--- src/rtl/svo_pkg.sv ---
// Shared video scan-out constants: timing defaults, tuser bits, register map.
// Also holds the pixel bundle type and a small window-compare helper.
package svo_pkg;

  localparam int H_ACTIVE_DEF = 1280;
  localparam int H_FP_DEF     = 110;
  localparam int H_SYNC_DEF   = 40;
  localparam int H_BP_DEF     = 220;
  localparam int V_ACTIVE_DEF = 720;
  localparam int V_FP_DEF     = 5;
  localparam int V_SYNC_DEF   = 5;
  localparam int V_BP_DEF     = 20;

  localparam int TU_SOF   = 0;
  localparam int TU_HSYNC = 1;
  localparam int TU_VSYNC = 2;
  localparam int TU_BLANK = 3;

  localparam logic [3:0] REG_BASE = 4'h0;

  localparam int FIFO_DEPTH = 16;

  typedef struct packed {
    logic [23:0] data;
    logic [3:0]  user;
  } pix_t;

  // true when lo <= c < lo+n
  function automatic logic in_win(
    input logic [15:0] c,
    input int          lo,
    input int          n
  );
    return (c >= 16'(lo)) && (c < 16'(lo + n));
  endfunction

endpackage

--- src/rtl/svo_fifo.sv ---
// First-word-fall-through FIFO buffering prefetched framebuffer words.
// Flush empties it in one cycle; writes when full are ignored.
module svo_fifo #(
  parameter int W  = 32,
  parameter int D  = 16,
  parameter int AW = $clog2(D)
) (
  input  logic          clk,
  input  logic          reset,
  input  logic          i_flush,
  input  logic          i_wr_en,
  input  logic [W-1:0]  i_wdata,
  input  logic          i_rd_en,
  output logic [W-1:0]  o_rdata,
  output logic [AW:0]   o_count,
  output logic          o_empty
);

  logic [W-1:0]  r_mem [D];
  logic [AW-1:0] r_wp;
  logic [AW-1:0] r_rp;
  logic [AW:0]   r_cnt;
  logic          w_wr;
  logic          w_rd;

  assign w_wr    = i_wr_en && (r_cnt != (AW+1)'(D));
  assign w_rd    = i_rd_en && (r_cnt != '0);
  assign o_rdata = r_mem[r_rp];
  assign o_count = r_cnt;
  assign o_empty = (r_cnt == '0);

  // storage array, no reset needed
  always_ff @(posedge clk) begin
    if (w_wr) r_mem[r_wp] <= i_wdata;
  end

  // pointers and occupancy
  always_ff @(posedge clk) begin
    if (reset || i_flush) begin
      r_wp  <= '0;
      r_rp  <= '0;
      r_cnt <= '0;
    end else begin
      if (w_wr) r_wp <= r_wp + 1'b1;
      if (w_rd) r_rp <= r_rp + 1'b1;
      r_cnt <= r_cnt + (AW+1)'(w_wr) - (AW+1)'(w_rd);
    end
  end

endmodule

--- src/rtl/system_top.sv ---
// Framebuffer scan-out: raster timing, prefetching reader, 3-byte unpacker.
// Base/enable latch at each frame boundary; active pixels stall on memory.
module system_top
  import svo_pkg::*;
#(
  parameter int H_ACTIVE = H_ACTIVE_DEF,
  parameter int V_ACTIVE = V_ACTIVE_DEF,
  parameter int H_FP     = H_FP_DEF,
  parameter int H_SYNC   = H_SYNC_DEF,
  parameter int H_BP     = H_BP_DEF,
  parameter int V_FP     = V_FP_DEF,
  parameter int V_SYNC   = V_SYNC_DEF,
  parameter int V_BP     = V_BP_DEF
) (
  input  logic        clk,
  input  logic        reset,
  input  logic        reg_wr_en,
  input  logic [3:0]  reg_addr,
  input  logic [31:0] reg_wdata,
  output logic        mem_req_valid,
  input  logic        mem_req_ready,
  output logic [31:0] mem_req_addr,
  input  logic        mem_rsp_valid,
  input  logic [31:0] mem_rsp_data,
  output logic        out_axis_tvalid,
  input  logic        out_axis_tready,
  output logic [23:0] out_axis_tdata,
  output logic [3:0]  out_axis_tuser,
  output logic        led_0
);

  localparam int H_TOT = H_ACTIVE + H_FP + H_SYNC + H_BP;
  localparam int V_TOT = V_ACTIVE + V_FP + V_SYNC + V_BP;
  localparam logic [31:0] WORDS = 32'(H_ACTIVE * V_ACTIVE * 3 / 4);
  localparam int FAW = $clog2(FIFO_DEPTH);

  logic [31:0] r_base;
  logic [31:0] r_addr;
  logic [31:0] r_wleft;
  logic        r_cur_en;
  logic [15:0] r_h;
  logic [15:0] r_v;
  pix_t        r_out;
  logic        r_vld;
  logic        r_led;
  logic [7:0]  r_pend;
  logic [7:0]  r_drop;
  logic [55:0] r_sh;
  logic [2:0]  r_nb;

  logic          w_act;
  logic          w_last;
  logic          w_avail;
  logic          w_adv;
  logic          w_load;
  logic          w_flush;
  logic          w_cons;
  logic          w_en_new;
  pix_t          w_pix;
  logic          w_fire;
  logic [7:0]    w_pend_nxt;
  logic [7:0]    w_live;
  logic          w_room;
  logic          w_fifo_wr;
  logic          w_pop;
  logic [31:0]   w_fdata;
  logic [FAW:0]  w_fcnt;
  logic          w_fempty;
  logic [2:0]    w_nb_aft;
  logic [55:0]   w_sh_aft;

  assign w_act  = (r_h < 16'(H_ACTIVE)) && (r_v < 16'(V_ACTIVE));
  assign w_last = (r_h == 16'(H_TOT - 1)) && (r_v == 16'(V_TOT - 1));
  assign w_avail  = !w_act || !r_cur_en || (r_nb >= 3'd3);
  assign w_adv    = !r_vld || out_axis_tready;
  assign w_load   = w_adv && w_avail;
  assign w_flush  = w_load && w_last;
  assign w_cons   = w_load && w_act && r_cur_en;
  assign w_en_new = (r_base != '0);

  assign w_live     = r_pend - r_drop;
  assign w_room     = (8'(w_fcnt) + w_live) < 8'(FIFO_DEPTH);
  assign w_fire     = mem_req_valid && mem_req_ready;
  assign w_pend_nxt = r_pend + 8'(w_fire) - 8'(mem_rsp_valid);
  assign w_fifo_wr  = mem_rsp_valid && (r_drop == '0) && !w_flush;

  assign mem_req_valid = r_cur_en && (r_wleft != '0) && w_room &&
                         (r_pend != 8'hFF) && !w_flush;
  assign mem_req_addr  = r_addr;

  assign out_axis_tvalid = r_vld;
  assign out_axis_tdata  = r_out.data;
  assign out_axis_tuser  = r_out.user;
  assign led_0           = r_led;

  svo_fifo #(
    .W (32),
    .D (FIFO_DEPTH)
  ) u_fifo (
    .clk     (clk),
    .reset   (reset),
    .i_flush (w_flush),
    .i_wr_en (w_fifo_wr),
    .i_wdata (mem_rsp_data),
    .i_rd_en (w_pop),
    .o_rdata (w_fdata),
    .o_count (w_fcnt),
    .o_empty (w_fempty)
  );

  // pixel at the current raster position
  always_comb begin
    w_pix = '0;
    w_pix.user[TU_SOF]   = (r_h == '0) && (r_v == '0);
    w_pix.user[TU_HSYNC] = in_win(r_h, H_ACTIVE + H_FP, H_SYNC);
    w_pix.user[TU_VSYNC] = in_win(r_v, V_ACTIVE + V_FP, V_SYNC);
    w_pix.user[TU_BLANK] = !w_act;
    if (w_act && r_cur_en) w_pix.data = r_sh[23:0];
  end

  // framebuffer base register; low two bits never stored
  always_ff @(posedge clk) begin
    if (reset) begin
      r_base <= '0;
    end else if (reg_wr_en && (reg_addr == REG_BASE)) begin
      r_base <= reg_wdata & ~32'h3;
    end
  end

  // raster position advances each time a pixel enters the output stage
  always_ff @(posedge clk) begin
    if (reset) begin
      r_h <= '0;
      r_v <= '0;
    end else if (w_load) begin
      if (r_h == 16'(H_TOT - 1)) begin
        r_h <= '0;
        r_v <= (r_v == 16'(V_TOT - 1)) ? '0 : r_v + 16'd1;
      end else begin
        r_h <= r_h + 16'd1;
      end
    end
  end

  // output stage: holds pixel until accepted
  always_ff @(posedge clk) begin
    if (reset) begin
      r_vld <= 1'b0;
      r_out <= '0;
    end else if (w_adv) begin
      r_vld <= w_avail;
      if (w_avail) r_out <= w_pix;
    end
  end

  // heartbeat toggles on each accepted start-of-frame pixel
  always_ff @(posedge clk) begin
    if (reset) begin
      r_led <= 1'b0;
    end else if (r_vld && out_axis_tready && r_out.user[TU_SOF]) begin
      r_led <= ~r_led;
    end
  end

  // read address, remaining words and frame-latched enable
  always_ff @(posedge clk) begin
    if (reset) begin
      r_cur_en <= 1'b0;
      r_addr   <= '0;
      r_wleft  <= '0;
    end else if (w_flush) begin
      r_cur_en <= w_en_new;
      r_addr   <= r_base;
      r_wleft  <= w_en_new ? WORDS : '0;
    end else if (w_fire) begin
      r_addr  <= r_addr + 32'd4;
      r_wleft <= r_wleft - 32'd1;
    end
  end

  // outstanding responses; those from before a flush are discarded
  always_ff @(posedge clk) begin
    if (reset) begin
      r_pend <= '0;
      r_drop <= '0;
    end else begin
      r_pend <= w_pend_nxt;
      if (w_flush) begin
        r_drop <= w_pend_nxt;
      end else if (mem_rsp_valid && (r_drop != '0)) begin
        r_drop <= r_drop - 8'd1;
      end
    end
  end

  // unpacker: bytes left after consuming a pixel, refill when room for a word
  always_comb begin
    w_nb_aft = r_nb;
    w_sh_aft = r_sh;
    if (w_cons) begin
      w_nb_aft = r_nb - 3'd3;
      w_sh_aft = r_sh >> 24;
    end
    w_pop = !w_fempty && (w_nb_aft <= 3'd3) && !w_flush;
  end

  // unpacker byte buffer
  always_ff @(posedge clk) begin
    if (reset || w_flush) begin
      r_sh <= '0;
      r_nb <= '0;
    end else if (w_pop) begin
      r_sh <= w_sh_aft | ({24'd0, w_fdata} << {w_nb_aft, 3'b000});
      r_nb <= w_nb_aft + 3'd4;
    end else begin
      r_sh <= w_sh_aft;
      r_nb <= w_nb_aft;
    end
  end

endmodule

--- config.mk ---
export PLATFORM = sky130hd
export DESIGN_NAME = system_top
export DESIGN_NICKNAME = d
export VERILOG_FILES = /design/src/rtl/svo_pkg.sv /design/src/rtl/svo_fifo.sv /design/src/rtl/system_top.sv
export SDC_FILE = /design/constraint.sdc
export NUM_CORES = 1
export LEC_CHECK = 0
export CAP_MARGIN = 20
export CELL_PAD_IN_SITES_DETAIL_PLACEMENT = 1
export CELL_PAD_IN_SITES_GLOBAL_PLACEMENT = 2
export CORE_MARGIN = 4
export CORE_UTILIZATION = 39
export DETAILED_ROUTE_END_ITERATION = 10
export PLACE_DENSITY_LB_ADDON = 0.2
export SYNTH_ARGS = -nofsm -noshare
export SYNTH_HDL_FRONTEND = slang
export SYNTH_SLANG_ARGS = --single-unit
--- constraint.sdc ---
create_clock -name clk -period 6.4 [get_ports clk]
set_clock_uncertainty 0.1 [all_clocks]
set_input_delay 1.28 -clock clk [delete_from_list [all_inputs] [get_ports clk]]
set_output_delay 1.28 -clock clk [all_outputs]
set_load 0.05 [all_outputs]
=== Word-level counts from Yosys, hierarchy flattened ===
Memory sizes are Yosys's and may differ from the RTL's. A register that Yosys moved wholly into a read port is not among the register bits.
Index checks and enable logic that the tools add are counted.

* RAM bits: 512
* Output and inout bits: 63
* Bits of input ports: 74
* Logic and storage cells: 114
* Register bits after elaboration: 245
* Memories: 1

* Bitwise logic cells: 2
* Shift operators: 1
* Reductions and logical operators: 47
* Multiplexer cells: 18
* Eq/ne operators: 4
* Magnitude comparators: 9
* Add/subtract/negate cells: 15

{| class="wikitable"
|+ Memory list
! memory !! words !! width !! rd ports !! clocked after Yosys merged registers in !! write ports !! RTL line !! source
|-
| u_fifo.r_mem || 16 || 32 || 1 || 1 || 1 || svo_fifo.sv:19 || <nowiki>logic [W-1:0] r_mem [D];</nowiki>
|}

{| class="wikitable"
|+ Operators by type and width
! operator !! number
|-
| two-way mux 32 bit || 4
|-
| two-way mux 56 bit || 2
|-
| nonzero test 32 bit || 2
|-
| bitwise OR 56 bit || 1
|-
| << shifter 32 x 6 -> 56 bit || 1
|-
| adder 16 x 1 -> 16 bit (second input constant) || 2
|-
| adder 32 x 3 -> 32 bit (second input constant) || 1
|-
| zero test 16 bit || 2
|-
| < comparator 16 x 10 -> 1 bit (second input constant) || 2
|-
| < comparator 16 x 11 -> 1 bit (second input constant) || 2
|-
| two-way mux 16 bit || 2
|-
| subtractor 32 x 1 -> 32 bit (second input constant) || 1
|-
| logical AND 1 bit || 25
|-
| two-way mux 24 bit || 1
|-
| two-way mux 20 bit || 1
|-
| == test 16 x 10 -> 1 bit (second input constant) || 1
|-
| == test 16 x 11 -> 1 bit (second input constant) || 1
|-
| greater-or-equal comparator 16 x 10 -> 1 bit (second input constant) || 1
|-
| greater-or-equal comparator 16 x 11 -> 1 bit (second input constant) || 1
|-
| two-way mux 8 bit || 2
|-
| adder 4 x 1 -> 4 bit (second input constant) || 2
|-
| adder 5 x 8 -> 8 bit || 1
|-
| adder 8 x 1 -> 8 bit || 1
|-
| zero test 8 bit || 1
|-
| other kinds (24) || 36
|}

=== Longest topological paths before layout ===
Gate-level depths: netlist (run 1).

* Word-level depth: 15
* Gate-level depth with buffers: 24
* Mapped depth without buffers: 22

=== By module ===
From an unflattened synthesis (run 1), not the netlist that was laid out.

* Cells, all modules: 2242
* Area, all modules: 31168.6 um^2

{| class="wikitable"
|+ Modules (own cells, without submodules)
! module !! area an instance (um^2) !! sequential area each (um^2) !! cells an instance !! times used
|-
| svo_fifo || 20026.7 || 15715.1 || 895 || 1
|-
| system_top || 11141.9 || 4604.4 || 1347 || 1
|}

=== Least setup slack after synthesis (run 1) ===
Ideal clock, no wire load.

* Path type: in2reg
* Start point: input out_axis_tready
* End point: memory u_fifo.r_mem[3][0], enable pin
* Path buffers: 1
* Data arrival time: 4554 ps
* Required time: 5839 ps
* Setup slack: 1285 ps
* Stages: 7
* Library setup time: 461 ps
* Cells stage by stage: nor2b_1 > nor2_1 > and4b_1 > buf_2 > nor2_1 > nand2_1 > nor3_1

* Longest elaborated chain between the ends: 8

{| class="wikitable"
|+ RTL lines
! what !! RTL line !! source
|-
| start: declaration || system_top.sv:26 || <nowiki>input logic out_axis_tready,</nowiki>
|-
| logical OR 1 bit || system_top.sv:75 || <nowiki>assign w_adv = !r_vld || out_axis_tready;</nowiki>
|-
| logical AND 1 bit || system_top.sv:76 || <nowiki>assign w_load = w_adv && w_avail;</nowiki>
|-
| logical AND 1 bit || system_top.sv:77 || <nowiki>assign w_flush = w_load && w_last;</nowiki>
|-
| zero test 1 bit || system_top.sv:85 || <nowiki>assign w_fifo_wr = mem_rsp_valid && (r_drop == '0) && !w_flush;</nowiki>
|-
| logical AND 1 bit || system_top.sv:85 ||
|-
| logical AND 1 bit || svo_fifo.sv:26 || <nowiki>assign w_wr = i_wr_en && (r_cnt != (AW+1)'(D));</nowiki>
|-
| via u_fifo.w_wr || svo_fifo.sv:23 || <nowiki>logic w_wr;</nowiki>
|-
| two-way mux 1 bit || svo_fifo.sv:34 || <nowiki>if (w_wr) r_mem[r_wp] <= i_wdata;</nowiki>
|-
| two-way mux 1 bit (not written as such) || svo_fifo.sv:34 ||
|-
| end: declaration || svo_fifo.sv:19 ||
|}

The timed path passes the listed nets, and every way through them passes these cells.

=== Final worst setup path (run 1) ===
* Start point: register r_pend[4]
* End point: output mem_req_valid

* Longest elaborated chain between the ends: 6
* Elaborated cells between the ends (all ways): 7
* Those cells by class: 2 x add/sub; 1 x order compare; 1 x eq/ne; 3 x reduce/logical

{| class="wikitable"
|+ RTL lines
! what !! RTL line !! source
|-
| start: declaration || system_top.sv:46 || <nowiki>logic [7:0] r_pend;</nowiki>
|-
| start signal: assignment || system_top.sv:187 || <nowiki>r_pend <= w_pend_nxt;</nowiki>
|-
| subtractor 8 bit || system_top.sv:81 || <nowiki>assign w_live = r_pend - r_drop;</nowiki>
|-
| adder 5 x 8 -> 8 bit || system_top.sv:82 || <nowiki>assign w_room = (8'(w_fcnt) + w_live) < 8'(FIFO_DEPTH);</nowiki>
|-
| < comparator 8 x 5 -> 1 bit || system_top.sv:82 ||
|-
| logical AND 1 bit || system_top.sv:87 || <nowiki>assign mem_req_valid = r_cur_en && (r_wleft != '0) && w_room &&</nowiki>
|-
| logical AND 1 bit (*) || system_top.sv:87 ||
|-
| logical AND 1 bit (*) || system_top.sv:88 || <nowiki>(r_pend != 8'hFF) && !w_flush;</nowiki>
|-
| end: declaration || system_top.sv:20 || <nowiki>output logic mem_req_valid,</nowiki>
|}

Mark *: on every way between the ends. The rest lies on a longest branch, timed or not.

==> out/results.tsv, run 1 <==
stage	metric	value	unit
synth	ys_ff_latch	759	
critical_path	path_class	reg -> out	
die	fp.coreArea	0.0793	mm^2
critical_path	crit_slowest_cell	clkdlybuf4s50_1	
die	fp-row-count	103	
clock_tree	post_cts_resized	0	
critical_path	cp_max_fo	4	
power	powerDensity	361	mW/mm^2
detailed_routing	remaining_drc_errors	0	
synth	synth_top_area_share	49.2	%
cells_and_area	postLayoutCellArea	0.0365	mm^2
power	ir_drop	0.239	mV
sta	fin_tns_setup	0	ns
power	cellLeakagePower	12.2	nW
sta	slew_headroom	33.8	%
global_route	antenna_found_initial	1	
global_route	grt_pass1_vias	19821	
place	port_buffers	132	
detailed_routing	first_pass_iters	5	
place	placed_cell_area	0.0339	mm^2
sta	setup_viol	0	
cells_and_area	num_antenna_cells	0	
critical_path	crit_required	5.02	ns
critical_path	cp_cell_sequence	inv_1 -> fa_1 -> inv_1 -> ha_1 -> nand2_1 -> a211oi_1 -> o21a_1 -> o211ai_1 -> nor4_1 -> clkdlybuf4s50_1	
global_route	grt_max_degree	99	
detailed_routing	wl_per_cell	23.5	um
global_route	grt_first_pass_wirelength	124	mm
cells_and_area	final_nets	2444	
synth	syn_avg_cell_area	14.4	um^2
sta	worst_pin_slew	0.985	ns
run	cap_violations	0	
detailed_routing	vias	18571	
synth	netlist_instances	2178	
cells_and_area	fin_util	46.1	%
critical_path	end_kind	output pin	
outcome	status	finished clean	
synth	synth.largest_area_cell	edfxtp_1	
place	dpl.hpwl	50.3	mm
clock_tree	htree_levels	3	
global_route	grtUsageTotal	19.0	%
sta	layout_min_cycle_time	5.54	ns
die	ios	137	
cells_and_area	area_growth	16.8	%
clock_tree	hold_buffers	0	
synth	synth_top_cells_by_count	edfxtp_1, dfxtp_1, nand2_1, nor2_1, mux4_2	
clock_tree	cts_sinks	759	
synth	synth_most_common_cell	edfxtp_1	
clock_tree	cts_made_buffers	83	
synth	seq_area_frac_synth	65.0	%
clock_tree	clock_path_buffers	3	
synth	async_reset_ff_share	0	%
critical_path	start_kind	flop	
sta	fmax	0.180	GHz
die	dieWidth	291	um
worst_hold_path	min_path_type	reg -> reg	
synth	synthTopCellsByArea	edfxtp_1, dfxtp_1, mux4_2	
synth	ys.flop_type	edfxtp_1	
clock_tree	postCtsSetupRepairBufs	0	
synth	ys_types	73	
sta	fin_crit_sh	86.6	%
place	dp.cells	3282	
place	routabilityCongestion	0.759	
clock_tree	cts.clk_slew.worst_paths	0.06	ns
clock_tree	root_buffer	clkbuf_16	
die	die_h	291	um
sta	hold_violations	0	
global_route	grt.overflow.total	0	
detailed_routing	vias_per_cell	5.41	
critical_path	cp.arrival	4.16	ns
clock_tree	clock_latency	0.64	ns
die	start_util	39.5	%
critical_path	crit_top_cell	inv_1	
sta	final_max_slew_viol_count	0	
clock_tree	cts_tree	done	
detailed_routing	wirelength	80.7	mm
critical_path	cpPeakStageDelay	0.89	ns
detailed_routing	ant_nets	0	
die	dieArea	0.0848	mm^2
power	total_power	0.0132	W
synth	synth-edff-count	512	
detailed_routing	first_iter_violations	1177	
synth	yosysWarnings	0	
cells_and_area	final_cells	3433	
cells_and_area	drive_gt1_share	15.6	%
sta	rsz0062_at_grt	no	
synth	synth_area	0.0313	mm^2
placed cells by master, fill, tap and decap left out, drive strengths merged, types with 20 or more instances in the layout:
cell	count
clkinv	23
xnor2	39
a21oi	65
nor2	193
clkdlybuf4s50	131
mux2i	30
ha	43
dfxtp	247
inv	49
nand2	224
nand3	36
buf	45
xor2	52
mux4	160
a211oi	32
nand4	24
a22oi	47
nor3	50
o21ai	35
and3	20
edfxtp	512
clkbuf	120
nor4	37
cell type report:
class                           count  area, um^2
Inverter                           47         176
Fill cell                        7836       42700
Timing Repair Buffer              178        1700
Clock buffer                      118        2290
Multi-Input combinational cell   1252       10400
Sequential cell                   759       20300
Clock inverter                     29         327
Tap cell                         1050        1310
power by group:
part | internal (W) | switching, W | total (W)
Sequential | 0.00549 | 0.000221 | 0.00571
Clock | 0.00267 | 0.00193 | 0.00460
Combinational | 0.00134 | 0.00155 | 0.00289
path summary, 6_finish.rpt:
path | from | endpoint | slack (ns) | depth (start not counted)
min | r_sh[34] | r_sh[34] | 0.34 | 2
max | r_pend[4] | mem_req_valid | 0.86 | 10
max reg2reg | r_pend[4] | r_drop[6] | 1.50 | 22
min reg2reg | r_sh[34] | r_sh[34] | 0.34 | 2
per-layer routing:
layer / track usage (%) / share of wire, % / wire, um / vias up
met5: 0 / 0.016 / 13 / -
met4: 4.68 / 2.2 / 1770 / 2
met3: 3.25 / 4.6 / 3700 / 86
met2: 32.7 / 50 / 40300 / 403
met1: 25.2 / 43 / 34900 / 9522
li1: - / - / - / 8558
through the flow:
step                      hold WS (ns)  setup WS, ns
after detailed placement         0.331          1.10
final                            0.337         0.857
after global routing             0.355         0.613
after CTS                        0.340         0.787
after global placement           0.330          1.07
after floorplan                  0.315          1.28
flip-flops by register name (all words and copies together), names as in the netlist, 5 cells and up, named ones only:
register	flops
r_h	16
r_v	16
r_drop	8
r_sh	56
u_fifo.o_count	5
u_fifo.r_mem	512
r_wleft	32
out_axis_tdata	24
mem_req_addr	30
r_pend	8
r_base	30
kinds of logic (layout without fill, tap and decap cells):
group | count (synthesis) | in the layout | synth area share, %
xor gates and xnor gates | 92 | 92 | 2.64
adders and majority gates | 49 | 49 | 2.10
buffers and inverters | 168 | 372 | 2.26
AOI/OAI and AO/OA | 252 | 252 | 5.41
muxes | 190 | 190 | 12.5
DFF | 759 | 759 | 65.0
other | 1 | 2 | 0.0120
and+or+nand+nor | 667 | 667 | 10.1
critical path, delay by kind of cell (launching register included):
family	cells	cell delay, ns
fa+ha+maj	2	0.87
simple gates	2	0.50
compound gates	3	0.77
flops	1	0.36
buf+inv	3	1.04
Note: power is estimated with default switching activity, not from simulation.
==> inputs of run 2 (changes only) <==
Settings changed: CORE_MARGIN 4 to 3.
==> run 2 against run 1 <==
Register-to-register slack better by 0.12 ns. Clock power rose by 2%. Via count increased by 0.57%. Combinational power is essentially flat. Critical path depth is the same. Flip-flop and latch count unchanged. Die area down 1.4%. First-iteration DRC count grew 8.3%. Count of clock-buffer cells in the layout down 2. Critical endpoint unchanged.
==> out/results.tsv, run 2 (synthesis gave the netlist of run 1 again) <==
stage	metric	value	unit	change
sta	fin_tns_setup	0	ns	unchanged
sta	setup_viol	0		unchanged
sta	fin_crit_sh	83.0	%	was 86.6%
detailed_routing	wl_per_cell	23.1	um	was 23.5 um
critical_path	cp_max_fo	4		unchanged
clock_tree	hold_buffers	0		unchanged
critical_path	cp.arrival	3.93	ns	was 4.16 ns
cells_and_area	fin_util	46.3	%	was 46.1%
cells_and_area	final_cell_mix	edfxtp_1, dfxtp_1, nand2_1		unchanged
power	cellLeakagePower	12.3	nW	was 12.2 nW
place	dpl.hpwl	50.6	mm	was 50.3 mm
sta	holdWs	0.339	ns	was 0.337 ns
clock_tree	clock_latency	0.65	ns	was 0.64 ns
clock_tree	postCtsSetupRepairBufs	0		unchanged
cells_and_area	final_nets	2453		was 2444
critical_path	reg2reg_from	r_pend[4]		unchanged
power	powerDensity	362	mW/mm^2	was 361 mW/mm^2
die	fp.coreArea	0.0793	mm^2	unchanged
place	port_buffers	132		unchanged
critical_path	ff2ff_path_depth	22		unchanged
sta	final_max_slew_viol_count	0		unchanged
die	ios	137		unchanged
clock_tree	cts_tree	done		unchanged
global_route	grt_max_degree	88		was 99
global_route	grtUsageTotal	19.1	%	was 19.0%
clock_tree	post_cts_resized	0		unchanged
power	ir_drop	0.249	mV	was 0.239 mV
critical_path	worstSetupStartpoint	r_pend[4]		unchanged
critical_path	end_kind	output pin		unchanged
outcome	status	finished clean		unchanged
detailed_routing	first_iter_violations	1275		was 1177
detailed_routing	wirelength	79.3	mm	was 80.7 mm
global_route	antenna_found_initial	2		was 1
global_route	grt.overflow.total	0		unchanged
cells_and_area	drive_gt1_share	15.9	%	was 15.6%
die	fp-row-count	103		unchanged
cells_and_area	final_common_cell	edfxtp_1		unchanged
clock_tree	cts.clk_slew.worst_paths	0.06	ns	about the same
critical_path	crit_required	5.02	ns	about the same
global_route	grt_first_pass_wirelength	121	mm	was 124 mm
sta	layout_min_cycle_time	5.31	ns	was 5.54 ns
clock_tree	cts_sinks	759		unchanged
critical_path	path_class	reg -> out		unchanged
run	cap_violations	0		unchanged
sta	worst_pin_slew	1.10	ns	was 0.985 ns
clock_tree	htree_levels	3		unchanged
clock_tree	cts_made_buffers	84		was 83
clock_tree	root_buffer	clkbuf_16		unchanged
sta	rsz0062_at_grt	no		unchanged
cells_and_area	final_cells	3440		was 3433
detailed_routing	ant_nets	0		unchanged
detailed_routing	vias	18676		was 18571
critical_path	cp-endpoint	mem_req_valid		unchanged
place	dp.cells	3292		was 3282
global_route	grt_pass1_vias	19646		was 19821
detailed_routing	remaining_drc_errors	0		unchanged
cells_and_area	reg_top3	u_fifo.r_mem x512, r_sh x56, r_wleft x32		unchanged
critical_path	r2r_slack	1.62	ns	was 1.50 ns
cells_and_area	num_antenna_cells	0		unchanged
cells_and_area	area_growth	17.3	%	was 16.8%
worst_hold_path	min_path_type	reg -> reg		unchanged
cells_and_area	largest_reg_flops	512		unchanged
die	dieArea	0.0836	mm^2	was 0.0848 mm^2
cells_and_area	postLayoutCellArea	0.0367	mm^2	was 0.0365 mm^2
critical_path	start_kind	flop		unchanged
cells_and_area	top_register	u_fifo.r_mem		unchanged
sta	slew_headroom	26.0	%	was 33.8%
sta	hold_violations	0		unchanged
place	routabilityCongestion	0.748		was 0.759
detailed_routing	first_pass_iters	5		unchanged
die	die_h	289	um	was 291 um
detailed_routing	vias_per_cell	5.43		was 5.41
die	start_util	39.5	%	unchanged
sta	fmax	0.188	GHz	was 0.180 GHz
clock_tree	clock_path_buffers	3		unchanged
critical_path	r2r-end	r_drop[6]		unchanged
place	placed_cell_area	0.0340	mm^2	was 0.0339 mm^2
die	dieWidth	289	um	was 291 um
## run 2: worst min-delay path by stage
stage,start,end,cells past startpoint
2_1_floorplan,r_sh[32],r_sh[32],2
3_3_place_gp,r_sh[32],r_sh[32],2
3_5_place_dp,r_sh[35],r_sh[35],2
4_1_cts,r_sh[38],r_sh[38],2
5_1_grt,r_sh[38],r_sh[38],2
6_report,r_sh[38],r_sh[38],2
## run 2: layout make-up
class | instances | area [um^2]
clock buffer | 116 | 2260
clock inverter | 30 | 433
fill | 7854 | 42600
inverter | 47 | 176
multi-input combinational | 1252 | 10400
sequential | 759 | 20300
tap | 1050 | 1310
timing repair buffer | 186 | 1760
## run 2: worst max-delay path: stages (launching register included)
cell and delay, ns:
dfxtp_1 0.36, inv_1 0.10, fa_1 0.54, inv_1 0.04, ha_1 0.33, nand2_1 0.10
a211oi_1 0.40, o21a_1 0.19, o211ai_1 0.15, nor4_1 0.26, clkdlybuf4s50_1 0.86
## run 2: per-stage QoR
| stage | total power, W | setup WS, ns |
|---|---|---|
| 3_3_place_gp | 0.00868 | 1.21 |
| 5_1_grt | 0.0140 | 0.726 |
| 2_1_floorplan | 0.00783 | 1.28 |
| 3_5_place_dp | 0.00873 | 1.17 |
| 6_report | 0.0133 | 1.09 |
| 4_1_cts | 0.0135 | 1.00 |
## run 2: layer usage
metal | up-vias | part of all wire [%] | GRT usage [%] | wire length [um]
li1 | 8564 | - | - | -
met1 | 9625 | 43 | 25.2 | 34500
met2 | 381 | 50 | 32.7 | 39400
met3 | 106 | 4.3 | 3.08 | 3430
met4 | 0 | 2.5 | 5.30 | 1990
met5 | - | 0 | 0 | 0
## run 2: power by group
part | internal, W | total (W) | switching, W | leakage, nW
Combinational | 0.00134 | 0.00286 | 0.00153 | 4.35
Clock | 0.00270 | 0.00470 | 0.00199 | 1.30
Sequential | 0.00549 | 0.00571 | 0.000222 | 6.61
